$ cat config.mk
export PLATFORM = sky130hd
export DESIGN_NAME = pcie_perf_monitor
export DESIGN_NICKNAME = d
export VERILOG_FILES = /design/src/rtl/pcie_perf_monitor.sv
export SDC_FILE = /design/constraint.sdc
export NUM_CORES = 1
export LEC_CHECK = 0
export ABC_CLOCK_PERIOD_IN_PS = 14800
export CAP_MARGIN = 15
export CORE_ASPECT_RATIO = 0.5
export CORE_MARGIN = 2
export CORE_UTILIZATION = 30
export CTS_CLUSTER_DIAMETER = 150
export DETAILED_ROUTE_END_ITERATION = 16
export HOLD_SLACK_MARGIN = 0.12
export SLEW_MARGIN = 20
export SYNTH_ARGS = -nofsm -noshare
export SYNTH_HDL_FRONTEND = slang
export SYNTH_SLANG_ARGS = --single-unit
$ cat constraint.sdc
create_clock -name clk -period 14.8 [get_ports clk]
set_input_delay 2.96 -clock clk [delete_from_list [all_inputs] [get_ports clk]]
set_output_delay 2.96 -clock clk [all_outputs]
set_load 0.02 [all_outputs]
$ cat src/rtl/pcie_perf_monitor.sv
`default_nettype none
// ============================================================================
//  Module      : pcie_perf_monitor
//  Description : Passive PCIe AXI-Stream performance monitor. It snoops the TX
//                and RX streams and counts accepted payload bytes
//                (4 x popcount(tkeep)) and completed packets (tlast beats)
//                over a programmable interval of clk cycles. At the end of
//                each interval it publishes scaled, saturated 32-bit snapshots
//                and a one-cycle sample_pulse.
//  Ports       : clk, rst_n          - clock, synchronous active-low reset
//                clk_period_reg      - interval length (clamped to C_MIN_PERIOD)
//                scaling_factor      - byte-count right shift = 2*scaling_factor
//                tx_* / rx_*         - snooped stream handshake, keep and last
//                tx/rx_pcie_bc       - scaled byte count of the last interval
//                tx/rx_pcie_pc       - packet count of the last interval
//                sample_pulse        - strobe in the cycle the outputs update
//  Revision    : 1.0 - initial release
// ============================================================================
module pcie_perf_monitor #(
    parameter int C_DATA_WIDTH = 256,
    parameter int C_KEEP_WIDTH = C_DATA_WIDTH / 32,
    parameter int C_ACC_WIDTH  = 40,
    parameter int C_MIN_PERIOD = 16
) (
    input  logic                    clk,
    input  logic                    rst_n,
    input  logic [31:0]             clk_period_reg,
    input  logic [1:0]              scaling_factor,
    input  logic                    tx_tvalid,
    input  logic                    tx_tready,
    input  logic [C_KEEP_WIDTH-1:0] tx_tkeep,
    input  logic                    tx_tlast,
    input  logic                    rx_tvalid,
    input  logic                    rx_tready,
    input  logic [C_KEEP_WIDTH-1:0] rx_tkeep,
    input  logic                    rx_tlast,
    output logic [31:0]             tx_pcie_bc,
    output logic [31:0]             rx_pcie_bc,
    output logic [31:0]             tx_pcie_pc,
    output logic [31:0]             rx_pcie_pc,
    output logic                    sample_pulse
);

    // Width able to hold the byte count of one full beat.
    localparam int BEAT_W = $clog2(4 * C_KEEP_WIDTH + 1);

    // ------------------------------------------------------------------
    // Helper functions
    // ------------------------------------------------------------------
    function automatic logic [BEAT_W-1:0] beat_bytes(input logic [C_KEEP_WIDTH-1:0] keep);
        logic [BEAT_W-1:0] n;
        n = '0;
        for (int i = 0; i < C_KEEP_WIDTH; i++) begin
            n = n + BEAT_W'(keep[i]);
        end
        return n << 2;
    endfunction

    function automatic logic [C_ACC_WIDTH-1:0] sat_add_bc(input logic [C_ACC_WIDTH-1:0] a,
                                                          input logic [BEAT_W-1:0]      b);
        logic [C_ACC_WIDTH:0] s;
        s = {1'b0, a} + (C_ACC_WIDTH + 1)'(b);
        return s[C_ACC_WIDTH] ? '1 : s[C_ACC_WIDTH-1:0];
    endfunction

    function automatic logic [31:0] sat_add_pc(input logic [31:0] a, input logic b);
        return (a == 32'hFFFF_FFFF) ? a : a + 32'(b);
    endfunction

    function automatic logic [31:0] scale_bc(input logic [C_ACC_WIDTH-1:0] v,
                                             input logic [1:0]             sf);
        logic [C_ACC_WIDTH-1:0] sh;
        sh = v >> {sf, 1'b0};
        return (|sh[C_ACC_WIDTH-1:32]) ? 32'hFFFF_FFFF : sh[31:0];
    endfunction

    // ------------------------------------------------------------------
    // State
    // ------------------------------------------------------------------
    logic [31:0]            timer_q,      timer_d;
    logic [31:0]            period_q,     period_d;
    logic [31:0]            period_cur;
    logic                   expire;

    logic [BEAT_W-1:0]      tx_s1_bytes_q, tx_s1_bytes_d;
    logic [BEAT_W-1:0]      rx_s1_bytes_q, rx_s1_bytes_d;
    logic                   tx_s1_pkt_q,   tx_s1_pkt_d;
    logic                   rx_s1_pkt_q,   rx_s1_pkt_d;
    logic                   tag_s1_q,      tag_s1_d;

    logic [C_ACC_WIDTH-1:0] tx_bc_acc_q,   tx_bc_acc_d;
    logic [C_ACC_WIDTH-1:0] rx_bc_acc_q,   rx_bc_acc_d;
    logic [31:0]            tx_pc_acc_q,   tx_pc_acc_d;
    logic [31:0]            rx_pc_acc_q,   rx_pc_acc_d;
    logic [C_ACC_WIDTH-1:0] tx_bc_snap_q,  tx_bc_snap_d;
    logic [C_ACC_WIDTH-1:0] rx_bc_snap_q,  rx_bc_snap_d;
    logic [31:0]            tx_pc_snap_q,  tx_pc_snap_d;
    logic [31:0]            rx_pc_snap_q,  rx_pc_snap_d;
    logic [1:0]             shift_q,       shift_d;
    logic                   tag_s2_q,      tag_s2_d;

    logic [31:0]            tx_bc_q,       tx_bc_d;
    logic [31:0]            rx_bc_q,       rx_bc_d;
    logic [31:0]            tx_pc_q,       tx_pc_d;
    logic [31:0]            rx_pc_q,       rx_pc_d;
    logic                   pulse_q,       pulse_d;

    logic [C_ACC_WIDTH-1:0] tx_bc_sum, rx_bc_sum;
    logic [31:0]            tx_pc_sum, rx_pc_sum;

    // ------------------------------------------------------------------
    // Interval timer. The period is re-latched only on the cycle the timer
    // sits at 0, so a register change mid-interval waits for the next one.
    // P >= C_MIN_PERIOD > 1, so the start cycle can never also be expiry.
    // ------------------------------------------------------------------
    always_comb begin
        period_cur = period_q;
        if (timer_q == 32'd0) begin
            period_cur = (clk_period_reg < 32'(C_MIN_PERIOD)) ? 32'(C_MIN_PERIOD)
                                                              : clk_period_reg;
        end
        expire   = (timer_q == period_cur - 32'd1);
        period_d = period_cur;
        timer_d  = expire ? 32'd0 : timer_q + 32'd1;
    end

    // ------------------------------------------------------------------
    // Stage 1: per-beat contribution plus the expiry tag of the same cycle,
    // so the beat and the interval boundary stay aligned downstream.
    // ------------------------------------------------------------------
    always_comb begin
        tx_s1_bytes_d = (tx_tvalid && tx_tready) ? beat_bytes(tx_tkeep) : '0;
        rx_s1_bytes_d = (rx_tvalid && rx_tready) ? beat_bytes(rx_tkeep) : '0;
        tx_s1_pkt_d   = tx_tvalid && tx_tready && tx_tlast;
        rx_s1_pkt_d   = rx_tvalid && rx_tready && rx_tlast;
        tag_s1_d      = expire;
    end

    // ------------------------------------------------------------------
    // Stage 2: saturating accumulation. On the tagged cycle the snapshot
    // includes the tagged beat and the accumulator restarts from zero.
    // ------------------------------------------------------------------
    always_comb begin
        tx_bc_sum    = sat_add_bc(tx_bc_acc_q, tx_s1_bytes_q);
        rx_bc_sum    = sat_add_bc(rx_bc_acc_q, rx_s1_bytes_q);
        tx_pc_sum    = sat_add_pc(tx_pc_acc_q, tx_s1_pkt_q);
        rx_pc_sum    = sat_add_pc(rx_pc_acc_q, rx_s1_pkt_q);

        tx_bc_acc_d  = tx_bc_sum;
        rx_bc_acc_d  = rx_bc_sum;
        tx_pc_acc_d  = tx_pc_sum;
        rx_pc_acc_d  = rx_pc_sum;
        tx_bc_snap_d = tx_bc_snap_q;
        rx_bc_snap_d = rx_bc_snap_q;
        tx_pc_snap_d = tx_pc_snap_q;
        rx_pc_snap_d = rx_pc_snap_q;
        shift_d      = shift_q;
        tag_s2_d     = tag_s1_q;

        if (tag_s1_q) begin
            tx_bc_snap_d = tx_bc_sum;
            rx_bc_snap_d = rx_bc_sum;
            tx_pc_snap_d = tx_pc_sum;
            rx_pc_snap_d = rx_pc_sum;
            shift_d      = scaling_factor;
            tx_bc_acc_d  = '0;
            rx_bc_acc_d  = '0;
            tx_pc_acc_d  = '0;
            rx_pc_acc_d  = '0;
        end
    end

    // ------------------------------------------------------------------
    // Stage 3: scale and clamp into the 32-bit published registers.
    // ------------------------------------------------------------------
    always_comb begin
        tx_bc_d = tx_bc_q;
        rx_bc_d = rx_bc_q;
        tx_pc_d = tx_pc_q;
        rx_pc_d = rx_pc_q;
        pulse_d = tag_s2_q;
        if (tag_s2_q) begin
            tx_bc_d = scale_bc(tx_bc_snap_q, shift_q);
            rx_bc_d = scale_bc(rx_bc_snap_q, shift_q);
            tx_pc_d = tx_pc_snap_q;
            rx_pc_d = rx_pc_snap_q;
        end
    end

    // ------------------------------------------------------------------
    // Registers
    // ------------------------------------------------------------------
    always_ff @(posedge clk) begin
        if (!rst_n) begin
            timer_q       <= '0;
            period_q      <= '0;
            tx_s1_bytes_q <= '0;
            rx_s1_bytes_q <= '0;
            tx_s1_pkt_q   <= 1'b0;
            rx_s1_pkt_q   <= 1'b0;
            tag_s1_q      <= 1'b0;
            tx_bc_acc_q   <= '0;
            rx_bc_acc_q   <= '0;
            tx_pc_acc_q   <= '0;
            rx_pc_acc_q   <= '0;
            tx_bc_snap_q  <= '0;
            rx_bc_snap_q  <= '0;
            tx_pc_snap_q  <= '0;
            rx_pc_snap_q  <= '0;
            shift_q       <= '0;
            tag_s2_q      <= 1'b0;
            tx_bc_q       <= '0;
            rx_bc_q       <= '0;
            tx_pc_q       <= '0;
            rx_pc_q       <= '0;
            pulse_q       <= 1'b0;
        end else begin
            timer_q       <= timer_d;
            period_q      <= period_d;
            tx_s1_bytes_q <= tx_s1_bytes_d;
            rx_s1_bytes_q <= rx_s1_bytes_d;
            tx_s1_pkt_q   <= tx_s1_pkt_d;
            rx_s1_pkt_q   <= rx_s1_pkt_d;
            tag_s1_q      <= tag_s1_d;
            tx_bc_acc_q   <= tx_bc_acc_d;
            rx_bc_acc_q   <= rx_bc_acc_d;
            tx_pc_acc_q   <= tx_pc_acc_d;
            rx_pc_acc_q   <= rx_pc_acc_d;
            tx_bc_snap_q  <= tx_bc_snap_d;
            rx_bc_snap_q  <= rx_bc_snap_d;
            tx_pc_snap_q  <= tx_pc_snap_d;
            rx_pc_snap_q  <= rx_pc_snap_d;
            shift_q       <= shift_d;
            tag_s2_q      <= tag_s2_d;
            tx_bc_q       <= tx_bc_d;
            rx_bc_q       <= rx_bc_d;
            tx_pc_q       <= tx_pc_d;
            rx_pc_q       <= rx_pc_d;
            pulse_q       <= pulse_d;
        end
    end

    assign tx_pcie_bc   = tx_bc_q;
    assign rx_pcie_bc   = rx_bc_q;
    assign tx_pcie_pc   = tx_pc_q;
    assign rx_pcie_pc   = rx_pc_q;
    assign sample_pulse = pulse_q;

endmodule
`default_nettype wire

==> flow_summary.ini, run 1 <==
[synth]
syn_nets = 2492
yosysTopAreaCellShare_pct = 43.5
synthTopCellsByArea = dfxtp_1, nor2_1, mux4_2
syn_area_um2 = 22800
avgSynthCellArea_um2 = 9.49
synthArstFlopShare_pct = 0
synthDistinctLibCells = 81
synth.ff_latch_count = 495
synth_flop_cell = dfxtp_1
synth-seq-area-share_pct = 43.5
syn_inst = 2403
synth_enable_flop_cells = 0
synth.yosys.warnings = 0
synth_top_cell_by_area = dfxtp_1

[floorplan]
dieArea_um2 = 78300
row_count = 71
io_pins = 187
die_w_um = 394
coreArea_um2 = 75200
start_util_pct = 30.3
die_h_um = 199

[global_route]
grt_first_pass_wirelength_um = 98500
track_usage_pct = 15.5
grt_pass1_vias = 17400
grt_overflow_total = 0
grt_max_degree = 83
antenna_found_initial = 0

[final_layout]
layout-drive-gt1-share_pct = 11.8
final_common_cell = dfxtp_1
synthToLayoutAreaGrowth_pct = 19.0
final_cell_mix = dfxtp_1, nor2_1, clkdlybuf4s50_1, nand2_1, xnor2_1
final_nets = 2589
antenna_cells = 0

[clock_tree]
root_buffer = clkbuf_16
cts_tree = yes
clock_sinks = 495
cts_setup_buffers = 0
cts_buffer_depth = 3
cts_buffers = 50
htree_levels = 2
clk_pin_slew_ps = 60
cts_resized = 0
insertion_delay_ps = 630
cts_hold_buf = 0

[timing]
worst_pin_slew_ps = 1090
final.period_utilization_pct = 56.6
layout_min_cycle_time_ps = 8380
grt_setup_unrepaired = no
holdWs_ps = 456
final-hold-violation-count = 0
max_freq_mhz = 119
slew_headroom_pct = 27.3
finalClockSkew_ps = 42.3
setup_violations = 0
fin_setup_tns_ps = 0
maxSlewViolCount = 0

[routing]
drt_iter0_markers = 1164
wl_per_cell_um = 17.5
vias = 18200
wl_um = 62200
first_pass_iters = 5
drc = 0
viasPerCell = 5.10
drtAntennaViolNets = 0

[setup_path]
start_kind = input pin
arrival_ps = 8810
rr_startpoint = timer_q[18]$_SDFF_PP0_
crit_type = input pin to flop
cp-end-kind = flop
crit_start = clk_period_reg[16]
path_max_fanout = 33
crit_required_ps = 15230

[run]
maxCapViolCount = 0

[hold_path]
min_from = rx_pc_snap_q[4]$_SDFFE_PN0P_
hp-class = flop to flop

[placed_design]
hpwlAfterDp_um = 43100
port-buffer-count = 186
gp_congestion = 0.908

[power_and_ir_drop]
leakagePower_uw = 0.00928
powerDensity_nw_per_um2 = 107
power.total_uw = 2920
ir_worst_vdd_uv = 79.0

[run_status]
status = completed
==> power breakdown <==
group	internal (µW)	switching [µW]
clock	756	568
sequential	1340	12.4
combinational	87.4	148
==> registers in the layout, indices dropped and copies added (netlist names) <==
signal / count
rx_pc_snap_q: 32
rx_bc_snap_q: 40
tx_s1_pkt_q: 1
tx_pc_acc_q: 32
pulse_d: 1
tx_bc_acc_q: 40
rx_pcie_bc: 32
tx_pc_snap_q: 32
tx_s1_bytes_q: 4
rx_pc_acc_q: 32
rx_pcie_pc: 32
rx_bc_acc_q: 40
tx_bc_snap_q: 40
tx_pcie_pc: 32
rx_s1_pkt_q: 1
rx_s1_bytes_q: 4
timer_q: 32
tx_pcie_bc: 32
shift_q: 2
tag_s1_q: 1
period_q: 32
sample_pulse: 1
==> per-layer routing <==
layer  GRT usage [%]  wire length (µm)
met2            27.5             31000
met4            5.02              1670
met1            19.5             27100
met5               0                 0
met3            2.04              2490
==> logic make-up after synthesis <==
| family | Yosys count | share of synthesized area [%] |
|---|---|---|
| multiplexers | 161 | 10.6 |
| adder cells (fa/ha/maj) | 31 | 2.03 |
| XOR/XNOR | 194 | 7.57 |
| flip-flops | 495 | 43.5 |
| AND/OR/NAND/NOR | 920 | 19.0 |
| AO/OA/AOI/OAI | 391 | 13.2 |
| buffers and inverters | 211 | 4.09 |
==> worst max-delay path, stage by stage <==
cell and delay [ps]:
clkdlybuf4s50_1 470, nor3_1 640, nand2_1 270, nor4_4 200
buf_4 270, nor2_1 60, a22o_1 220, inv_1 80
ha_1 290, or4b_1 490, or4_1 470, o31a_1 380
nor3_1 230, o22ai_1 120, a2111oi_0 460, and4_2 990
a211oi_1 170
==> synthesized netlist by cell type (all sizes together) (42+ instances only) <==
| master | number |
|---|---|
| o221a | 64 |
| mux2i | 94 |
| nand4 | 45 |
| mux4 | 64 |
| nor2 | 441 |
| nor3 | 42 |
| dfxtp | 495 |
| a211oi | 99 |
| inv | 49 |
| nand2 | 136 |
| xor2 | 90 |
| clkbuf | 118 |
| o21ai | 89 |
| xnor2 | 102 |
| a21oi | 64 |
| nand3 | 82 |
| buf | 43 |
==> final timing paths <==
kind,slack (ps),end,cells after the start
worst max register to register,8440,timer_q[31]$_SDFF_PP0_,15
worst max-delay path,6420,timer_q[31]$_SDFF_PP0_,17
worst min register to register,460,rx_pc_snap_q[4]$_SDFFE_PN0P_,2
worst min-delay path,460,rx_pc_snap_q[4]$_SDFFE_PN0P_,2
==> final cells by class <==
type / instances / area, µm²
clock inverter: 25 / 304
clock buffer: 69 / 1430
tap: 1022 / 1280
timing repair buffer: 206 / 2010
multi-input combinational: 1697 / 12000
inverter: 50 / 193
fill: 7575 / 48000
sequential: 495 / 9920
==> per-stage QoR <==
step	instance area, µm²	std cells	utilization [%]	worst slack, ps
after floorplan	22800	2403	-	7520
after global placement	25400	3470	33.8	6000
after detailed placement	25400	3470	33.8	5910
after CTS	27100	3564	36.1	6540
after global routing	27100	3564	36.1	6070
final	27100	3564	36.1	6420
No activity file was read; power rests on OpenSTA's default activity.
==> run 2, diff against run 1 <==
- ABC_CLOCK_PERIOD_IN_PS: 14800 -> 6850
- clock period: 14.8 -> 6.85 ns (I/O delays scaled with it)
==> run 2 against run 1 <==
Worst setup slack got worse by 5700 ps. Final area hardly changed. Combinational power rose by 120%. Largest cell class unchanged. Register-to-register slack got worse by 6900 ps.
==> flow_summary.ini, run 2 (synthesis results as in run 1) <==
[floorplan]
die_w_um = 394
io_pins = 187
die_h_um = 199
coreArea_um2 = 75200
start_util_pct = 30.3
row_count = 71
dieArea_um2 = 78300

[global_route]
grt_max_degree = 85
grt_first_pass_wirelength_um = 97100
antenna_found_initial = 0
track_usage_pct = 15.3
grt_overflow_total = 0
grt_pass1_vias = 17200

[run]
maxCapViolCount = 0

[hold_path]
min_path_cells = 2
min_from = rx_pc_snap_q[4]$_SDFFE_PN0P_
hp-class = flop to flop

[power_and_ir_drop]
powerDensity_nw_per_um2 = 227
leakagePower_uw = 0.00928
ir_worst_vdd_uv = 160

[final_layout]
synthToLayoutAreaGrowth_pct = 19.0
final_nets = 2597
final_cell_mix = dfxtp_1, nor2_1, clkdlybuf4s50_1, nand2_1, xnor2_1
final_common_cell = dfxtp_1
layout-drive-gt1-share_pct = 11.8
fin_area_um2 = 27100
antenna_cells = 0

[setup_path]
start_kind = input pin
rr_startpoint = timer_q[0]$_SDFF_PP0_
cp-end-kind = flop
crit_type = input pin to flop
reg2reg_depth = 18
crit_required_ps = 7280
arrival_ps = 6520
crit_start = clk_period_reg[10]
path_max_fanout = 33

[routing]
first_pass_iters = 5
drtAntennaViolNets = 0
drt_iter0_markers = 1168
vias = 18000
wl_per_cell_um = 17.3
drc = 0
viasPerCell = 5.03
wl_um = 61600

[clock_tree]
clk_pin_slew_ps = 60
cts_setup_buffers = 0
cts_buffer_depth = 3
cts_tree = yes
cts_resized = 0
cts_buffers = 49
insertion_delay_ps = 600
root_buffer = clkbuf_16
cts_hold_buf = 0
clock_sinks = 495
htree_levels = 2

[placed_design]
port-buffer-count = 186
hpwlAfterDp_um = 42900
gp_congestion = 0.947
dpl_cell_area_um2 = 25500

[timing]
max_freq_mhz = 164
maxSlewViolCount = 0
setup_violations = 0
finalClockSkew_ps = 25.1
worst_pin_slew_ps = 1090
final-hold-violation-count = 0
fin_setup_tns_ps = 0
layout_min_cycle_time_ps = 6090
final.period_utilization_pct = 88.9
grt_setup_unrepaired = no
slew_headroom_pct = 27.7

[run_status]
status = completed
==> run 2: path summary, 6_finish.rpt <==
kind	slack (ps)	end
max	760	timer_q[20]$_SDFF_PP0_
min	460	rx_pc_snap_q[4]$_SDFFE_PN0P_
max reg2reg	1590	timer_q[20]$_SDFF_PP0_
min reg2reg	460	rx_pc_snap_q[4]$_SDFFE_PN0P_
==> run 2: critical path, cell delays in order <==
cell and delay (ps):
clkdlybuf4s50_1 510, nor4_2 400, nand4_1 280, nor4_4 500, nor2_1 80, a22o_1 200, inv_1 70, ha_1 240
or4b_1 480, or4_1 480, o31a_1 370, or2_0 260, o31a_1 310, a2111oi_2 300, and4_2 300, buf_12 240
a211oi_2 100
==> run 2: where the power goes <==
group | leakage [µW] | switching, µW | internal, µW | total (µW)
sequential | 0.00400 | 26.6 | 2900 | 2930
clock | 0.000792 | 1170 | 1560 | 2720
combinational | 0.00449 | 316 | 193 | 509
total | 0.00928 | 1510 | 4660 | 6170
==> run 2: layer usage <==
layer  vias up  track usage [%]  part of all wire, %
met5         -                0                    0
met4         0             4.36                  2.2
met3        96             1.66                  3.8
met2       365             27.6                   50
met1      8707             19.2                   44
li1       8784                -                    -
==> run 2: per-stage QoR <==
step           power [µW]  worst slack (ps)  util, %  hold slack [ps]  instances
6_report             6170               763     36.1              459       3566
5_1_grt              6410               458     36.1              477       3566
4_1_cts              6240               829     36.1              458       3566
3_5_place_dp         3500               213     33.9              442       3479
3_3_place_gp         3500               280     33.9              435       3479
2_1_floorplan        3330              1160        -              420       2403
==> run 2: layout make-up <==
type / count / area [µm²]
flip-flops and latches: 495 / 9920
clock buffers: 70 / 1420
fillers: 7575 / 48000
multi-input cells: 1697 / 12000
inverters: 50 / 193
well taps: 1022 / 1280
clock inverters: 17 / 211
repair buffers: 215 / 2100
